`src/rtl/recorder_pkg.sv`:
```
// ============================================================================
// recorder_pkg : shared state, speed and key-decode types for the recorder.
// Rev 1.0 - initial release
// ============================================================================
`default_nettype none

package recorder_pkg;

  typedef enum logic [2:0] {
    IDLE   = 3'd1,
    PLAY   = 3'd2,
    RECORD = 3'd3,
    PAUSE  = 3'd4
  } state_t;

  typedef enum logic [1:0] {
    NORMAL = 2'd0,
    FAST   = 2'd1,
    SLOW   = 2'd2
  } spd_stat_t;

  typedef enum logic [2:0] {
    K_NONE   = 3'd0,
    K_STOP   = 3'd1,
    K_PAUSE  = 3'd2,
    K_RECORD = 3'd3,
    K_PLAY   = 3'd4,
    K_FASTER = 3'd5,
    K_SLOWER = 3'd6
  } key_t;

  localparam logic [3:0] SPEED_MIN = 4'd1;
  localparam logic [3:0] SPEED_MAX = 4'd8;

  // Only the highest-priority pulse survives a cycle; the rest are dropped.
  function automatic key_t key_sel(input logic stop, input logic pause,
                                   input logic rec, input logic play,
                                   input logic faster, input logic slower);
    if (stop)   return K_STOP;
    if (pause)  return K_PAUSE;
    if (rec)    return K_RECORD;
    if (play)   return K_PLAY;
    if (faster) return K_FASTER;
    if (slower) return K_SLOWER;
    return K_NONE;
  endfunction

endpackage

`default_nettype wire

```
`src/rtl/recorder_ctrl_sec_prescaler.sv`:
```
// ============================================================================
// sec_prescaler : divides the clock down to a one-cycle tick per second.
// Rev 1.0 - initial release
// ============================================================================
`default_nettype none

module sec_prescaler #(
  parameter int CLK_PER_SEC = 50_000_000
) (
  input  logic i_clk,
  input  logic i_rst_n,
  input  logic i_en,
  input  logic i_clr,
  output logic o_tick
);

  localparam int            c_CW   = (CLK_PER_SEC > 1) ? $clog2(CLK_PER_SEC) : 1;
  localparam logic [c_CW-1:0] c_LAST = c_CW'(CLK_PER_SEC - 1);

  logic [c_CW-1:0] cnt_q, cnt_d;

  // Tick is independent of i_clr so the parent can derive i_clr from o_tick paths.
  assign o_tick = i_en && (cnt_q == c_LAST);

  always_comb begin
    cnt_d = cnt_q;
    if (i_clr)       cnt_d = '0;
    else if (i_en)   cnt_d = o_tick ? '0 : cnt_q + 1'b1;
  end

  always_ff @(posedge i_clk or negedge i_rst_n) begin
    if (!i_rst_n) cnt_q <= '0;
    else          cnt_q <= cnt_d;
  end

endmodule

`default_nettype wire

```
`src/rtl/recorder_ctrl.sv`:
```
// ============================================================================
// recorder_ctrl : recorder mode FSM, seconds timer, playback speed, rec length.
// Rev 1.0 - initial release
// ============================================================================
`default_nettype none

module recorder_ctrl
  import recorder_pkg::*;
#(
  parameter int CLK_PER_SEC = 50_000_000,
  parameter int MAX_SEC     = 31
) (
  input  logic       i_clk,
  input  logic       i_rst_n,
  input  logic       i_key_record,
  input  logic       i_key_play,
  input  logic       i_key_pause,
  input  logic       i_key_stop,
  input  logic       i_key_faster,
  input  logic       i_key_slower,
  output logic [2:0] o_state,
  output logic [4:0] o_timer,
  output logic [1:0] o_speed_stat,
  output logic [3:0] o_speed,
  output logic       o_rec_en,
  output logic       o_play_en
);

  state_t     state_q, state_d, resume_q, resume_d;
  spd_stat_t  stat_q, stat_d;
  logic [4:0] timer_q, timer_d, rec_len_q, rec_len_d;
  logic [3:0] speed_q, speed_d;
  logic [2:0] slow_cnt_q, slow_cnt_d;
  logic       rec_en_q, play_en_q;
  logic       tick, pre_clr, step_ok;
  logic [5:0] sum;
  key_t       key;

  sec_prescaler #(.CLK_PER_SEC(CLK_PER_SEC)) u_presc (
    .i_clk  (i_clk),
    .i_rst_n(i_rst_n),
    .i_en   ((state_q == PLAY) || (state_q == RECORD)),
    .i_clr  (pre_clr),
    .o_tick (tick)
  );

  always_comb begin
    state_d    = state_q;
    resume_d   = resume_q;
    timer_d    = timer_q;
    rec_len_d  = rec_len_q;
    stat_d     = stat_q;
    speed_d    = speed_q;
    slow_cnt_d = slow_cnt_q;
    pre_clr    = 1'b0;
    step_ok    = 1'b0;
    sum        = {1'b0, timer_q} + 6'd1;
    key        = key_sel(i_key_stop, i_key_pause, i_key_record, i_key_play,
                         i_key_faster, i_key_slower);

    case (state_q)
      IDLE: begin
        if (key == K_RECORD) begin
          state_d = RECORD;
          timer_d = '0;
          pre_clr = 1'b1;
        end else if (key == K_PLAY && rec_len_q != 5'd0) begin
          state_d    = PLAY;
          timer_d    = '0;
          pre_clr    = 1'b1;
          slow_cnt_d = '0;
        end
      end
      RECORD: begin
        if (key == K_STOP) begin
          state_d   = IDLE;
          rec_len_d = timer_q;
          timer_d   = '0;
        end else if (key == K_PAUSE) begin
          state_d  = PAUSE;
          resume_d = RECORD;
        end else if (tick) begin
          if (sum == 6'(MAX_SEC)) begin
            state_d   = IDLE;
            rec_len_d = 5'(MAX_SEC);
            timer_d   = '0;
          end else begin
            timer_d = sum[4:0];
          end
        end
      end
      PLAY: begin
        if (key == K_STOP) begin
          state_d = IDLE;
          timer_d = '0;
        end else if (key == K_PAUSE) begin
          state_d  = PAUSE;
          resume_d = PLAY;
        end else if (tick) begin
          case (stat_q)
            FAST: begin
              sum = {1'b0, timer_q} + {2'b00, speed_q};
              if (sum > {1'b0, rec_len_q}) sum = {1'b0, rec_len_q};
              step_ok = 1'b1;
            end
            SLOW: begin
              if ({1'b0, slow_cnt_q} == speed_q - 4'd1) begin
                step_ok    = 1'b1;
                slow_cnt_d = '0;
              end else begin
                slow_cnt_d = slow_cnt_q + 3'd1;
              end
            end
            default: step_ok = 1'b1;
          endcase
          if (step_ok) begin
            if (sum >= {1'b0, rec_len_q}) begin
              state_d = IDLE;
              timer_d = '0;
            end else begin
              timer_d = sum[4:0];
            end
          end
        end
      end
      PAUSE: begin
        if (key == K_STOP) begin
          state_d = IDLE;
          timer_d = '0;
          if (resume_q == RECORD) rec_len_d = timer_q;
        end else if (key == K_PAUSE || key == K_PLAY) begin
          state_d = resume_q;
          if (resume_q == PLAY) slow_cnt_d = '0;
        end
      end
      default: state_d = IDLE;
    endcase

    // Speed keys are the lowest priority, so they only ever see K_FASTER/K_SLOWER alone.
    if (state_q != RECORD && (key == K_FASTER || key == K_SLOWER)) begin
      slow_cnt_d = '0;
      if (key == K_FASTER) begin
        case (stat_q)
          NORMAL: begin stat_d = FAST; speed_d = 4'd2; end
          FAST:   if (speed_q < SPEED_MAX) speed_d = speed_q + 4'd1;
          default: begin
            if (speed_q == 4'd2) begin stat_d = NORMAL; speed_d = SPEED_MIN; end
            else speed_d = speed_q - 4'd1;
          end
        endcase
      end else begin
        case (stat_q)
          NORMAL: begin stat_d = SLOW; speed_d = 4'd2; end
          SLOW:   if (speed_q < SPEED_MAX) speed_d = speed_q + 4'd1;
          default: begin
            if (speed_q == 4'd2) begin stat_d = NORMAL; speed_d = SPEED_MIN; end
            else speed_d = speed_q - 4'd1;
          end
        endcase
      end
    end
  end

  always_ff @(posedge i_clk or negedge i_rst_n) begin
    if (!i_rst_n) begin
      state_q    <= IDLE;
      resume_q   <= IDLE;
      timer_q    <= '0;
      rec_len_q  <= '0;
      stat_q     <= NORMAL;
      speed_q    <= SPEED_MIN;
      slow_cnt_q <= '0;
      rec_en_q   <= 1'b0;
      play_en_q  <= 1'b0;
    end else begin
      state_q    <= state_d;
      resume_q   <= resume_d;
      timer_q    <= timer_d;
      rec_len_q  <= rec_len_d;
      stat_q     <= stat_d;
      speed_q    <= speed_d;
      slow_cnt_q <= slow_cnt_d;
      rec_en_q   <= (state_d == RECORD);
      play_en_q  <= (state_d == PLAY);
    end
  end

  assign o_state      = state_q;
  assign o_timer      = timer_q;
  assign o_speed_stat = stat_q;
  assign o_speed      = speed_q;
  assign o_rec_en     = rec_en_q;
  assign o_play_en    = play_en_q;

endmodule

`default_nettype wire

```
`config.mk`:
```
export PLATFORM = sky130hd
export DESIGN_NAME = recorder_ctrl
export DESIGN_NICKNAME = d
export VERILOG_FILES = /design/src/rtl/recorder_pkg.sv /design/src/rtl/recorder_ctrl_sec_prescaler.sv /design/src/rtl/recorder_ctrl.sv
export SDC_FILE = /design/constraint.sdc
export NUM_CORES = 1
export LEC_CHECK = 0
export BUFFER_PORTS_ARGS = -buffer_cell sky130_fd_sc_hd__buf_4
export CORE_MARGIN = 2
export CORE_UTILIZATION = 40
export DETAILED_ROUTE_END_ITERATION = 8
export GPL_TIMING_DRIVEN = 0
export SLEW_MARGIN = 20
export SYNTH_ARGS = -nofsm -noshare
export SYNTH_HDL_FRONTEND = slang
export SYNTH_SLANG_ARGS = --single-unit
```
`constraint.sdc`:
```
create_clock -name i_clk -period 5.8 [get_ports i_clk]
set_input_delay 0.29 -clock i_clk [delete_from_list [all_inputs] [get_ports i_clk]]
set_output_delay 0.29 -clock i_clk [all_outputs]
set_load 0.02 [all_outputs]
```
== Word level (Yosys, flattened, before mapping) ==
Index checks and enable logic that the tools add are counted.

* Multiplexer cells: 112
* Equality and inequality tests: 45
* $add $sub $neg: 6
* Reductions and logical operators: 18
* $lt $le $gt $ge: 3

{| class="wikitable"
|+ Operators by type and width
! cell !! number
|-
| 2-to-1 mux 3 bit || 41
|-
| 2-to-1 mux 5 bit || 18
|-
| 2-to-1 mux 26 bit || 3
|-
| 2-to-1 mux 6 bit || 6
|-
| 2-to-1 mux 1 bit || 30
|-
| adder 26 x 1 -> 26 bit (second input constant) || 1
|-
| equality test 26 bit (second input constant) || 1
|-
| equality test 3 x 2 -> 1 bit (second input constant) || 8
|-
| != test 3 bit (second input constant) || 8
|-
| one-hot mux 5 bit (4 select lines) || 1
|-
| != test 3 x 1 -> 1 bit (second input constant) || 6
|-
| one-hot mux 4 bit (2 select lines) || 2
|-
| equality test 3 bit (second input constant) || 4
|-
| 2-to-1 mux 4 bit || 3
|-
| != test 2 bit (second input constant) || 6
|-
| one-hot mux 3 bit (4 select lines) || 1
|-
| one-hot mux 5 bit (2 select lines) || 1
|-
| AND reduction 10 bit || 1
|-
| != test 3 x 2 -> 1 bit (second input constant) || 3
|-
| one-hot mux 3 bit (3 select lines) || 1
|-
| one-hot mux 2 bit (2 select lines) || 2
|-
| AND reduction 8 bit || 1
|-
| nonzero test 4 bit || 2
|-
| adder 5 x 1 -> 6 bit (second input constant) || 1
|-
| other kinds (24) || 33
|}

* Output and inout bits: 16
* Bits in registers: 53
* Logic and storage cells: 194
* Bits of input ports: 8

== Logic depth before layout (Yosys ltp) ==
* Word-level depth: 34
* Gate-level depth with buffers: 20
* Mapped depth without buffers: 20

== Cells and area by module ==
A second synthesis with hierarchy kept.

* Cell total of the unflattened synthesis: 456
* Area total of the unflattened synthesis: 3952.5 um^2

{| class="wikitable"
|+ Modules (own cells, without submodules)
! module !! instances !! area each (um^2) !! cells each !! sequential area each (um^2)
|-
| recorder_ctrl || 1 || 2442.3 || 292 || 654.4
|-
| sec_prescaler || 1 || 1510.2 || 164 || 650.6
|}

== Worst setup path before layout ==
OpenSTA, ideal clock, no wires.

* Kind: flip-flop to flip-flop
* Start: register timer_q[0], in the netlist o_timer[0]
* End: register timer_q[0], in the netlist o_timer[0]
* Path buffers: 0
* Setup slack: 1.114 ns
* Stages on the path, launching flop included: 19
* Data arrival time: 4.610 ns
* Period minus slack after synthesis: 4.686 ns
* Setup time: 0.076 ns
* Required time: 5.724 ns
* Path through: dfrtp_1 -> ha_1 -> fa_1 -> a31oi_1 -> xnor2_1 -> ha_1 -> mux2i_1 -> a21oi_1 -> a21oi_1 -> mux2_2 -> o21ai_0 -> inv_1 -> ha_1 -> a2111oi_0 -> o221ai_1 -> or3_1 -> o32a_1 -> o32a_1 -> o21ai_1

* Longest elaborated chain between the ends: 15
* Elaborated cells on any way between the ends: 21
* Classes of those cells: add/sub (2); order compare (2); eq/ne (1); mux (16)

{| class="wikitable"
|+ RTL lines
! what !! RTL line !! source
|-
| start: declaration || recorder_ctrl.sv:31 || <nowiki>logic [4:0] timer_q, timer_d, rec_len_q, rec_len_d;</nowiki>
|-
| start signal: assignment || recorder_ctrl.sv:178 || <nowiki>timer_q <= timer_d;</nowiki>
|-
| adder 5 x 4 -> 6 bit || recorder_ctrl.sv:102 || <nowiki>sum = {1'b0, timer_q} + {2'b00, speed_q};</nowiki>
|-
| greater-than comparator 6 x 5 -> 1 bit || recorder_ctrl.sv:103 || <nowiki>if (sum > {1'b0, rec_len_q}) sum = {1'b0, rec_len_q};</nowiki>
|-
| 2-to-1 mux 6 bit || recorder_ctrl.sv:103 ||
|-
| 2-to-1 mux 6 bit || recorder_ctrl.sv:100 || <nowiki>case (stat_q)</nowiki>
|-
| 2-to-1 mux 6 bit || recorder_ctrl.sv:99 || <nowiki>end else if (tick) begin</nowiki>
|-
| 2-to-1 mux 6 bit || recorder_ctrl.sv:96 || <nowiki>end else if (key == K_PAUSE) begin</nowiki>
|-
| 2-to-1 mux 6 bit || recorder_ctrl.sv:93 || <nowiki>if (key == K_STOP) begin</nowiki>
|-
| 2-to-1 mux 6 bit || recorder_ctrl.sv:61 || <nowiki>case (state_q)</nowiki>
|-
| >= comparator 6 x 5 -> 1 bit || recorder_ctrl.sv:117 || <nowiki>if (sum >= {1'b0, rec_len_q}) begin</nowiki>
|-
| 2-to-1 mux 5 bit || recorder_ctrl.sv:117 ||
|-
| 2-to-1 mux 5 bit || recorder_ctrl.sv:116 || <nowiki>if (step_ok) begin</nowiki>
|-
| 2-to-1 mux 5 bit || recorder_ctrl.sv:99 ||
|-
| 2-to-1 mux 5 bit || recorder_ctrl.sv:96 ||
|-
| 2-to-1 mux 5 bit || recorder_ctrl.sv:93 ||
|-
| one-hot mux 5 bit (4 select lines) (*) || recorder_ctrl.sv:61 ||
|}

Mark *: on every way between the ends. The rest lies on a longest branch, timed or not. The select of a mux whose other input is x is not followed.
A chain may end at the register's enable or synchronous reset.

== Worst setup path in the final report ==
Same ends and word-level chain as after synthesis.

==> run_results.csv <==
group,metric,value,unit
grt,grt_max_degree,53,
clock_tree,clockBufferDepth,2,
synth,syn_area,3740,um^2
run,maxCapViolCount,0,
sta,clock.fmax,184,MHz
critical_path,cpPeakStageDelay,0.52,ns
floorplanning,die_x,101,um
clock_tree,worstSkewPairLatency,0.31,ns
sta,fin_crit,5.42,ns
synth,synth_enable_flop_cells,0,
clock_tree,clkTransAtPathRegs,0.10,ns
clock_tree,root_buffer,"clkbuf_8",
critical_path,path_delay_family,"compound AO/OA/AOI/OAI gates",
floorplanning,initial_core_util,40.9,%
placement,dp_hpwl,6.90,mm
pwr,p_sw_share,41.9,%
floorplanning,dieArea,10100,um^2
critical_path,setup.worst_path.start_class,"register",
drt,dr.pass1.iters,5,
drt,wire_per_inst,15.8,um
drt,drc,0,
placement,post-place-ws,0.410,ns
synth,ys.warnings.count,0,
pwr,leakagePower,0.00182,uW
sta,fin_crit_sh,93.5,%
grt,antenna_found_initial,0,
drt,vias_per_cell,5.74,
clock_tree,cts_setup_buffers,0,
layout,layout-drive-gt1-share,10.3,%
sta,max_slew_margin,50.1,%
synth,yosysMostFrequentCell,"dfrtp_1",
floorplanning,pin_count,24,
synth,synthFlopType,"dfrtp_1",
critical_path,cp_slowest_cell,"dfrtp_1",
sta,grt_setup_unrepaired,"false",
pwr,finalPower,1400,uW
clock_tree,cts_tree,"built",
critical_path,critPathKind,"register to register",
clock_tree,htree_levels,2,
synth,async_reset_ff_share,100,%
sta,finClkSkew,0.00700,ns
pwr,pwr-share-comb,43.6,%
layout,final_core_util,45.4,%
critical_path,cpMostUsedCell,"ha_1",
synth,yosys.area.top_type,"dfrtp_1",
drt,drt_iter0_markers,205,
synth,ys_ff_latch,52,
placement,port_buffers,22,
pwr,p_per_area,338,nW/um^2
pwr,power_frac_clock,17.8,%
drt,vias,3361,
sta,tightest_slew,0.742,ns
layout,nets,504,
critical_path,crit_chain,"ha_1 > fa_1 > a31oi_1 > xnor2_1 > ha_1 > mux2i_1 > a21oi_1 > a21oi_1 > mux2i_1 > nand2_1 > o21ai_0 > ha_1 > nand2b_1 > a2111oi_0 > o221ai_1 > or3_1 > o32a_1 > o32a_1 > o21ai_1",
grt,grt_pass1_wl,16.1,mm
grt,grt_usage,19.5,%
pwr,peakVddDrop,0.176,mV
synth,syn_nets,475,
pwr,p_seq_share,38.6,%
floorplanning,coreArea,9150,um^2
sta,setup_viol,0,
min_path,hp-class,"input pin to async pin",
status,status,"finished, final reports clean",
drt,ant_nets,0,
sta,layout_setup_ws,0.376,ns
critical_path,r2r-start,"o_timer[0]",
floorplanning,die_y,101,um
critical_path,arrival,5.66,ns
sta,hold_viol,0,
sta,slew_violations,0,
sta,tns,0,ns
layout,area_growth,11.0,%
critical_path,crit_required,6.04,ns
synth,synth_common_cells,"dfrtp_1 (49), nor2_1 (46), a21oi_1 (34), nand2_1 (34), o21ai_0 (27)",
placement,place_congestion,0.841,
layout,fillers,883,
critical_path,crit_fanout,9,
critical_path,crit_buf_inv,0,
synth,synthTopCellsByArea,"dfrtp_1 (33%), ha_1 (7.0%), nor2_1 (4.6%)",
pwr,p_sw,588,uW
synth,synth_top_area_share,32.8,%
clock_tree,clock-sinks,52,
critical_path,reg2reg_to,"o_timer[0]",
synth,avgSynthCellArea,8.40,um^2
layout,num_antenna_cells,0,
synth,netlist_instances,445,
critical_path,end_kind,"register",
critical_path,reg2reg_depth,19,
clock_tree,cts_resized,0,
clock_tree,cts_hold_buf,0,
critical_path,r2r_slack,0.38,ns
grt,overflow,0,
clock_tree,cts_made_buffers,5,
synth,ys_seq_area_share,34.9,%
drt,finalWirelength,9.25,mm
floorplanning,rows,35,
synth,yosys.cell_types.count,66,
pwr,p_int,815,uW
grt,grt_pass1_vias,3182,
==> worst reg2reg max path, stage by stage, from the launching register on <==
cell	delay, ns
dfrtp_1	0.52
ha_1	0.29
fa_1	0.41
a31oi_1	0.34
xnor2_1	0.12
ha_1	0.31
mux2i_1	0.21
a21oi_1	0.08
a21oi_1	0.49
mux2i_1	0.37
nand2_1	0.08
o21ai_0	0.09
ha_1	0.25
nand2b_1	0.14
a2111oi_0	0.42
o221ai_1	0.27
or3_1	0.46
o32a_1	0.20
o32a_1	0.17
o21ai_1	0.13
==> metrics by stage <==
step | std cells | hold slack [ns] | instance area [um^2]
finish | 586 | 0.00439 | 4150
global route | 586 | 0.0695 | 4150
CTS | 586 | 0.0284 | 4150
detailed placement | 578 | 0.377 | 4040
global placement | 578 | 0.372 | 4040
floorplan | 445 | -0.00559 | 3740
==> routing by layer <==
metal | share of wire, % | routed length (um) | up-vias | global-route usage (%)
li1 | - | - | 1686 | -
met1 | 52 | 4780 | 1591 | 29.9
met2 | 43 | 4000 | 75 | 29.2
met3 | 3.8 | 352 | 9 | 2.50
met4 | 1.2 | 113 | 0 | 4.53
met5 | 0 | 0 | - | 0
==> power groups by stage <==
stage                     clock network, uW  logic [uW]  registers, uW
after floorplan                           0         416            542
final                                   250         611            541
after detailed placement                  0         606            548
after global placement                    0         597            545
after global routing                    272         691            557
after CTS                               259         611            541
==> placed cells by master (no fill, tap or decap), drive strengths merged, types with 7 or more instances in the layout <==
cell type and n:
nand2b 13, nand2 34, nor2b 7, mux2i 7, ha 21, xnor2 11, buf 27, nand4 11
or3 10, nor2 46, a31oi 7, nand3 16, nor3 11, inv 22, dfrtp 49, xor2 9
o21ai 37, and3 8, clkbuf 16, a21oi 34
==> kinds of logic (layout without fill, tap and decap cells) <==
group / Yosys count / in the layout / share of synthesized area, %
and+or+nand+nor: 182 / 182 / 25.4
adders and majority gates: 22 / 22 / 7.56
AOI/OAI and AO/OA: 122 / 122 / 20.6
muxes: 10 / 10 / 2.78
xor gates and xnor gates: 20 / 20 / 4.68
DFF: 52 / 52 / 34.9
buffers and inverters: 37 / 67 / 4.05
==> state kept, by name, indices dropped and copies added (netlist names) <==
name,count
o_state,3
o_speed,4
o_speed_stat,2
o_rec_en,1
slow_cnt_q,3
rec_len_q,5
resume_q,2
u_presc.cnt_q,26
o_timer,5
o_play_en,1
==> worst max path at each step <==
stage	from	to	slack, ns	depth (start not counted)
2_1_floorplan	o_timer[0]	o_timer[0]	1.11	18
3_3_place_gp	o_timer[0]	o_timer[0]	0.51	19
3_5_place_dp	o_timer[0]	o_timer[0]	0.41	19
4_1_cts	o_timer[0]	o_timer[0]	0.37	19
5_1_grt	o_timer[0]	o_timer[1]	0.008	18
6_report	o_timer[0]	o_timer[0]	0.38	19
==> area by class of cell <==
type | instances | area (um^2) | share of cell area (%)
clock inverter | 2 | 35.0 | 0.844
inverter | 22 | 82.6 | 1.99
clock buffer | 6 | 72.6 | 1.75
timing repair buffer | 22 | 165 | 3.98
sequential | 52 | 1310 | 31.4
tap | 111 | 139 | 3.35
buffer | 15 | 68.8 | 1.66
multi-input combinational | 356 | 2280 | 55.0
No activity file was read; power rests on OpenSTA's default activity.
